**config.mk**
```make
export PLATFORM = sky130hd
export DESIGN_NAME = ccd_exposure_seq
export DESIGN_NICKNAME = d
export VERILOG_FILES = /design/src/rtl/ccd_exposure_seq.sv
export SDC_FILE = /design/constraint.sdc
export NUM_CORES = 1
export LEC_CHECK = 0
export CAP_MARGIN = 20
export CORE_MARGIN = 3
export CORE_UTILIZATION = 31
export DETAILED_ROUTE_END_ITERATION = 6
export PLACE_DENSITY_LB_ADDON = 0.12
export SYNTH_ARGS = -nofsm -noshare
export SYNTH_HDL_FRONTEND = slang
export SYNTH_SLANG_ARGS = --single-unit
```
**constraint.sdc**
```tcl
create_clock -name clk -period 3.6 [get_ports clk]
set_input_delay 0.54 -clock clk [delete_from_list [all_inputs] [get_ports clk]]
set_output_delay 0.54 -clock clk [all_outputs]
set_load 0.05 [all_outputs]
```
**src/rtl/ccd_exposure_seq.sv**
```systemverilog
// ccd_exposure_seq: phase sequencer for one CCD frame.
//
// Steps through flush, exposure and vertical transfer using one shared external
// down-counter timer. Each timed phase loads the timer once (LD state) and then
// waits for its done flag (WT state). It then requests readout over rd_req/rd_ack
// and pulses frame_done. All outputs are registered: they are decoded from the
// next state, so each output changes on the same edge as the state.
//
// Ports
//   clk, rst                       clock, asynchronous active-high reset
//   start, abort, cont_mode        host control (abort has priority)
//   flush_len, exp_len, xfer_len   phase lengths, latched at frame start
//   timer_done                     done flag from the shared timer
//   rd_ack                         readout engine accepts the request
//   timer_load, timer_preset       one-cycle load strobe and preset to the timer
//   flush_en, shutter_open, xfer_en  CCD driver phase enables
//   rd_req                         readout request
//   frame_done                     one-cycle pulse per completed frame
//   busy                           high in every state except idle
//   phase                          0 idle, 1 flush, 2 expose, 3 transfer, 4 readout, 5 done
module ccd_exposure_seq #(
  parameter int unsigned WIDTH = 16
) (
  input  logic             clk,
  input  logic             rst,
  input  logic             start,
  input  logic             abort,
  input  logic             cont_mode,
  input  logic [WIDTH-1:0] flush_len,
  input  logic [WIDTH-1:0] exp_len,
  input  logic [WIDTH-1:0] xfer_len,
  input  logic             timer_done,
  input  logic             rd_ack,
  output logic             timer_load,
  output logic [WIDTH-1:0] timer_preset,
  output logic             flush_en,
  output logic             shutter_open,
  output logic             xfer_en,
  output logic             rd_req,
  output logic             frame_done,
  output logic             busy,
  output logic [2:0]       phase
);

  typedef enum logic [3:0] {
    StIdle, StFlLd, StFlWt, StExLd, StExWt, StXfLd, StXfWt, StRead, StDone
  } state_e;

  state_e           state_q, state_d;
  logic [WIDTH-1:0] flush_q, flush_d;
  logic [WIDTH-1:0] exp_q, exp_d;
  logic [WIDTH-1:0] xfer_q, xfer_d;
  logic             latch;

  always_comb begin
    state_d = state_q;
    latch   = 1'b0;
    unique case (state_q)
      StIdle: begin
        if (start) begin
          state_d = StFlLd;
          latch   = 1'b1;
        end
      end
      StFlLd: state_d = StFlWt;
      StFlWt: if (timer_done) state_d = StExLd;
      StExLd: state_d = StExWt;
      StExWt: if (timer_done) state_d = StXfLd;
      StXfLd: state_d = StXfWt;
      StXfWt: if (timer_done) state_d = StRead;
      // rd_req is high for the whole of StRead, so rd_ack alone completes the handshake.
      StRead: if (rd_ack) state_d = StDone;
      StDone: begin
        if (cont_mode) begin
          state_d = StFlLd;
          latch   = 1'b1;
        end else begin
          state_d = StIdle;
        end
      end
      default: state_d = StIdle;
    endcase
    if (abort) begin
      state_d = StIdle;
      latch   = 1'b0;
    end
    flush_d = latch ? flush_len : flush_q;
    exp_d   = latch ? exp_len   : exp_q;
    xfer_d  = latch ? xfer_len  : xfer_q;
  end

  always_ff @(posedge clk or posedge rst) begin
    if (rst) begin
      state_q      <= StIdle;
      flush_q      <= '0;
      exp_q        <= '0;
      xfer_q       <= '0;
      timer_load   <= 1'b0;
      timer_preset <= '0;
      flush_en     <= 1'b0;
      shutter_open <= 1'b0;
      xfer_en      <= 1'b0;
      rd_req       <= 1'b0;
      frame_done   <= 1'b0;
      busy         <= 1'b0;
      phase        <= 3'd0;
    end else begin
      state_q      <= state_d;
      flush_q      <= flush_d;
      exp_q        <= exp_d;
      xfer_q       <= xfer_d;
      timer_load   <= (state_d == StFlLd) || (state_d == StExLd) || (state_d == StXfLd);
      flush_en     <= (state_d == StFlLd) || (state_d == StFlWt);
      shutter_open <= (state_d == StExLd) || (state_d == StExWt);
      xfer_en      <= (state_d == StXfLd) || (state_d == StXfWt);
      rd_req       <= (state_d == StRead);
      frame_done   <= (state_d == StDone);
      busy         <= (state_d != StIdle);
      // Preset only moves when a load is issued; it holds otherwise.
      case (state_d)
        StFlLd:  timer_preset <= flush_d;
        StExLd:  timer_preset <= exp_d;
        StXfLd:  timer_preset <= xfer_d;
        default: timer_preset <= timer_preset;
      endcase
      case (state_d)
        StFlLd, StFlWt: phase <= 3'd1;
        StExLd, StExWt: phase <= 3'd2;
        StXfLd, StXfWt: phase <= 3'd3;
        StRead:         phase <= 3'd4;
        StDone:         phase <= 3'd5;
        default:        phase <= 3'd0;
      endcase
    end
  end

endmodule
```
== Word level (Yosys, flattened, before mapping) ==
Memories as Yosys holds them, arrays and structs flattened. A register that Yosys moved wholly into a read port is not among the register bits.
Index checks and enable logic that the tools add are counted.
Storage, ports and cells
  register bits after elaboration: 75
  ROM bits: 48
  input port bits: 55
  word-level logic and storage cells: 53
  memories: 1
Memories
  (name not given): depth 16, width 3, read ports 1, clocked after memory_dff 1, wr ports 0, line 126  | case (state_d)
Operators by class
  equality and inequality tests: 16
  mux-type cells: 16
  reduce and logical (&&, ||, !) cells: 8
Operator list (count)
  two-way mux 16 bit: 3
  case mux 16 bit (3 select lines): 1
  case mux 4 bit (9 select lines): 1
  == test 4 x 3 -> 1 bit (second input constant): 8
  two-way mux 4 bit: 6
  == test 4 x 2 -> 1 bit (second input constant): 4
  == test 4 x 1 -> 1 bit (second input constant): 2
  == test 4 bit (second input constant): 2
  logical OR 1 bit: 5
  logical NOT 4 bit: 1
  two-way mux 1 bit: 4
  nonzero test 4 bit: 1
  nonzero test 3 bit: 1
  case mux 1 bit (2 select lines): 1

== Depth between registers and ports, before layout ==
  depth after elaboration: 6
  gate-level depth with buffers: 13
  depth with buffers taken out: 11

== Worst setup path after synthesis ==
OpenSTA, ideal clock, no wires.
  path type: input to register
  start point: input port abort
  end point: register timer_preset[0]
  setup time: 0.121 ns
  arrival: 2.990 ns
  data required time: 3.479 ns
  setup slack: 0.489 ns
  stages: 13
  buffers on the path: 3
  cell sequence: or4_4 nor2_4 buf_6 buf_8 a21oi_1 inv_1 ha_1 inv_1 a21oi_2 nor2_1 clkbuf_1 a311o_1 o22a_1
On the way
  cells in the longest elaborated chain, start to end: 3
Ends and longest elaborated chain
  from (decl): line 27  | input logic abort,
  two-way mux 4 bit *: line 83  | if (abort) begin
  named net state_d[0]: line 49  | state_e state_q, state_d;
  == test 4 x 3 -> 1 bit (tied with other cells): line 120  | case (state_d)
  case mux 16 bit (3 select lines) / nonzero test 3 bit (equally long branches)
  to (signal assigned): line 121  | StFlLd: timer_preset <= flush_d;
  to (signal assigned): line 122  | StExLd: timer_preset <= exp_d;
  to (signal assigned): line 123  | StXfLd: timer_preset <= xfer_d;
  to (decl): line 35  | output logic [WIDTH-1:0] timer_preset,
Mark *: on every way through the listed nets, which the timed path passes. The rest lies on a longest branch.
A chain may end at the register's enable or synchronous reset.

== Worst setup path after layout ==
  start point: input port abort
  end point: register timer_preset[12]
Same word-level chain as after synthesis.

==> flow_summary.toml <==
[critical_path]
critPathBufInv = 2
max_stage_delay_ns = 0.57
cp-start-kind = "primary input"
path_max_fanout = 16
slowest_stage = "or4_4"
path_delay_family = "simple AND/OR/NAND/NOR gates"
worstPathCellList = "clkdlybuf4s50_1, or4_4, nor2_4, a21oi_1, inv_1, ha_1, nand2_2, a311o_1, o22a_1"
arrival_ns = 3.13
crit_type = "primary input to flip-flop"
worstPathRequired_ns = 3.82
endpoint_kind = "flip-flop"

[placed_design]
placedInstanceArea_mm2 = 0.00433
dp_hpwl_um = 5740
place_ws_ns = 0.353
io_buffers = 80
dp_cells = 444
place_congestion = 0.753

[clock_network]
cts_resized = 0
cts_max_path_buffers = 2
numCtsBuffers = 9
cts-root-buf = "clkbuf_8"
h-tree-depth = 3
insertion_delay_ns = 0.34
path_clk_slew_ns = 0.08
cts_tree = "done"
cts_hold_buffers = 0
cts.sinks = 78
post_cts_buffers = 0

[timing]
tightest_slew_ns = 0.775
setup_viol = 0
whs_ns = 0.489
hold_violations = 0
final.setup.worst_slack_ns = 0.697
drv_slew = 0
fin_crit_sh_pct = 80.6
period_minus_slack_ns = 2.90
fin_tns_setup_ns = 0
slew-limit-headroom_pct = 48.2
fin_skew_ns = 0.00971
rsz0062_at_grt = "false"
fmax_mhz = 344

[detailed_routing]
ant_nets = 0
viasPerCell = 4.89
drc = 0
drt_iter0_markers = 71
first_pass_iters = 4
wl_per_cell_um = 17.8
vias = 2248
drt_wl_total_um = 8200

[run_status]
outcome = "complete, no violations"

[floorplan]
io_pins = 81
die_h_um = 110
core_mm2 = 0.0104
dieWidth_um = 110
die_area_mm2 = 0.0121
rows = 37
initial_utilization_pct = 32.3

[finish]
layout_commonest_cell = "clkdlybuf4s50_1"
ff_latch_area_mm2 = 0.00195
syn2layout_area_growth_pct = 35.6
final_nets = 379
layout_common_cells = "clkdlybuf4s50_1, dfrtp_1, mux2_2"
post-route-util_pct = 43.7
insertedDiodeCount = 0
fin_cells = 460
fill_cells = 994
fin_area_mm2 = 0.00456
multiInputGateArea_mm2 = 0.00130
post_route_cells_drive_above_1_share_pct = 22.2

[worst_hold_path]
hp-class = "flip-flop to flip-flop"

[synthesis]
synth-seq-cells = 78
ys_seq_area_share_pct = 58.1
synth_compound_area_share_pct = 15.1
synth_top_family_by_area = "multiplexers"
syn_area_mm2 = 0.00336
synth-adder-area-share_pct = 1.86
syn-instance-count = 233
syn_avg_cell_area_um2 = 14.4
synth.net_count = 293
synth-simple-area-share_pct = 3.80
synthDistinctLibCells = 34
synthXorXnorAreaFrac_pct = 0
muxShareOfSynthArea_pct = 17.7
yosys_warnings = 0

[global_route]
grt_start_max_net_pins = 46
antenna_found_initial = 0
grtUsageTotal_pct = 13.9
grt_pass1_wl_um = 12700
grt_pass1_vias = 2380
grt_remaining_overflow = 0

[power_and_ir_drop]
design_power_total_mw = 3.09
leakage_nw = 1.86
power.density_mw_per_mm2 = 677
peakVddDrop_uv = 493

[flow_run]
max_cap_violations = 0
## final cells by class
cell class,instances,area share (%)
Sequential cell,78,42.8
Clock buffer,10,3.02
Inverter,6,0.522
Multi-Input combinational cell,133,28.5
Timing Repair Buffer,91,19.4
Clock inverter,6,2.03
Tap cell,136,3.73
## metal layers
layer	routed length (um)	global-route usage [%]	vias up	share of wire (%)
li1	-	-	1059	-
met1	3920	19.7	1113	48
met2	3740	21.6	69	46
met3	464	2.91	7	5.7
met4	68	4.22	0	0.83
met5	0	0	-	0
## where the power goes
group | leakage [nW] | switching [mW] | internal (mW) | total (mW)
Clock | 0.110 | 0.333 | 0.414 | 0.748
Sequential | 0.927 | 0.112 | 1.13 | 1.25
Combinational | 0.821 | 0.619 | 0.473 | 1.09
Total | 1.86 | 1.06 | 2.02 | 3.09
## synthesized netlist by cell type
master    count  share of area, %
clkbuf_1      8              0.89
nor2_1        7              0.78
o21ai_0       2              0.30
o211ai_1      2              0.45
or4_4         1              0.34
nor3_1        1              0.15
buf_8         1              0.45
buf_2         2              0.30
a21oi_2       1              0.26
mux2_1       12               4.0
buf_4         3              0.67
inv_2         1              0.11
nor2_4        1              0.34
nor2b_1       1              0.19
and2_1        2              0.37
ha_1          5               1.9
nand4b_1      1              0.26
a21o_1        1              0.22
mux2i_1       1              0.30
inv_1         5              0.56
a32o_1       16               4.8
mux2_2       28               9.4
buf_6         1              0.34
nand2_1       4              0.45
or2_2         1              0.19
buf_1         1              0.11
a311o_1      16               4.8
mux2_4        9               4.0
o22a_1       16               4.2
dfrtp_1      78                58
nand2b_1      2              0.37
nand4_1       1              0.19
a21oi_1       1              0.15
nand2_2       1              0.19
## worst reg2reg max path, stage by stage (launching register included)
cell and delay [ns]:
dfrtp_1 0.43, or4_4 0.54, nor2_4 0.14, a21oi_1 0.08, inv_1 0.15, ha_1 0.34
nand2_2 0.28, a311o_1 0.41, o22a_1 0.16
## cell families after synthesis
group           after synthesis
fa+ha+maj                     5
mux                          50
compound gates               55
flops                        78
simple gates                 23
buf+inv                      22
## worst paths after layout
check	slack [ns]	cells past startpoint	endpoint	start
max reg2reg	0.95	8	timer_preset[12]	state_q[2]
min	0.49	1	flush_q[4]	flush_q[4]
max in group asynchronous	2.23	3	flush_q[11]	rst
min reg2reg	0.49	1	flush_q[4]	flush_q[4]
min in group asynchronous	0.64	2	exp_q[10]	rst
max	0.70	9	timer_preset[12]	abort
## sequential cells by signal, summed over array words and instances, names as in the netlist
| signal | flops |
|---|---|
| phase | 3 |
| flush_q | 16 |
| timer_load | 1 |
| state_q | 4 |
| frame_done | 1 |
| xfer_en | 1 |
| exp_q | 16 |
| shutter_open | 1 |
| flush_en | 1 |
| rd_req | 1 |
| timer_preset | 16 |
| busy | 1 |
| xfer_q | 16 |
No activity file was read; power rests on OpenSTA's default activity.
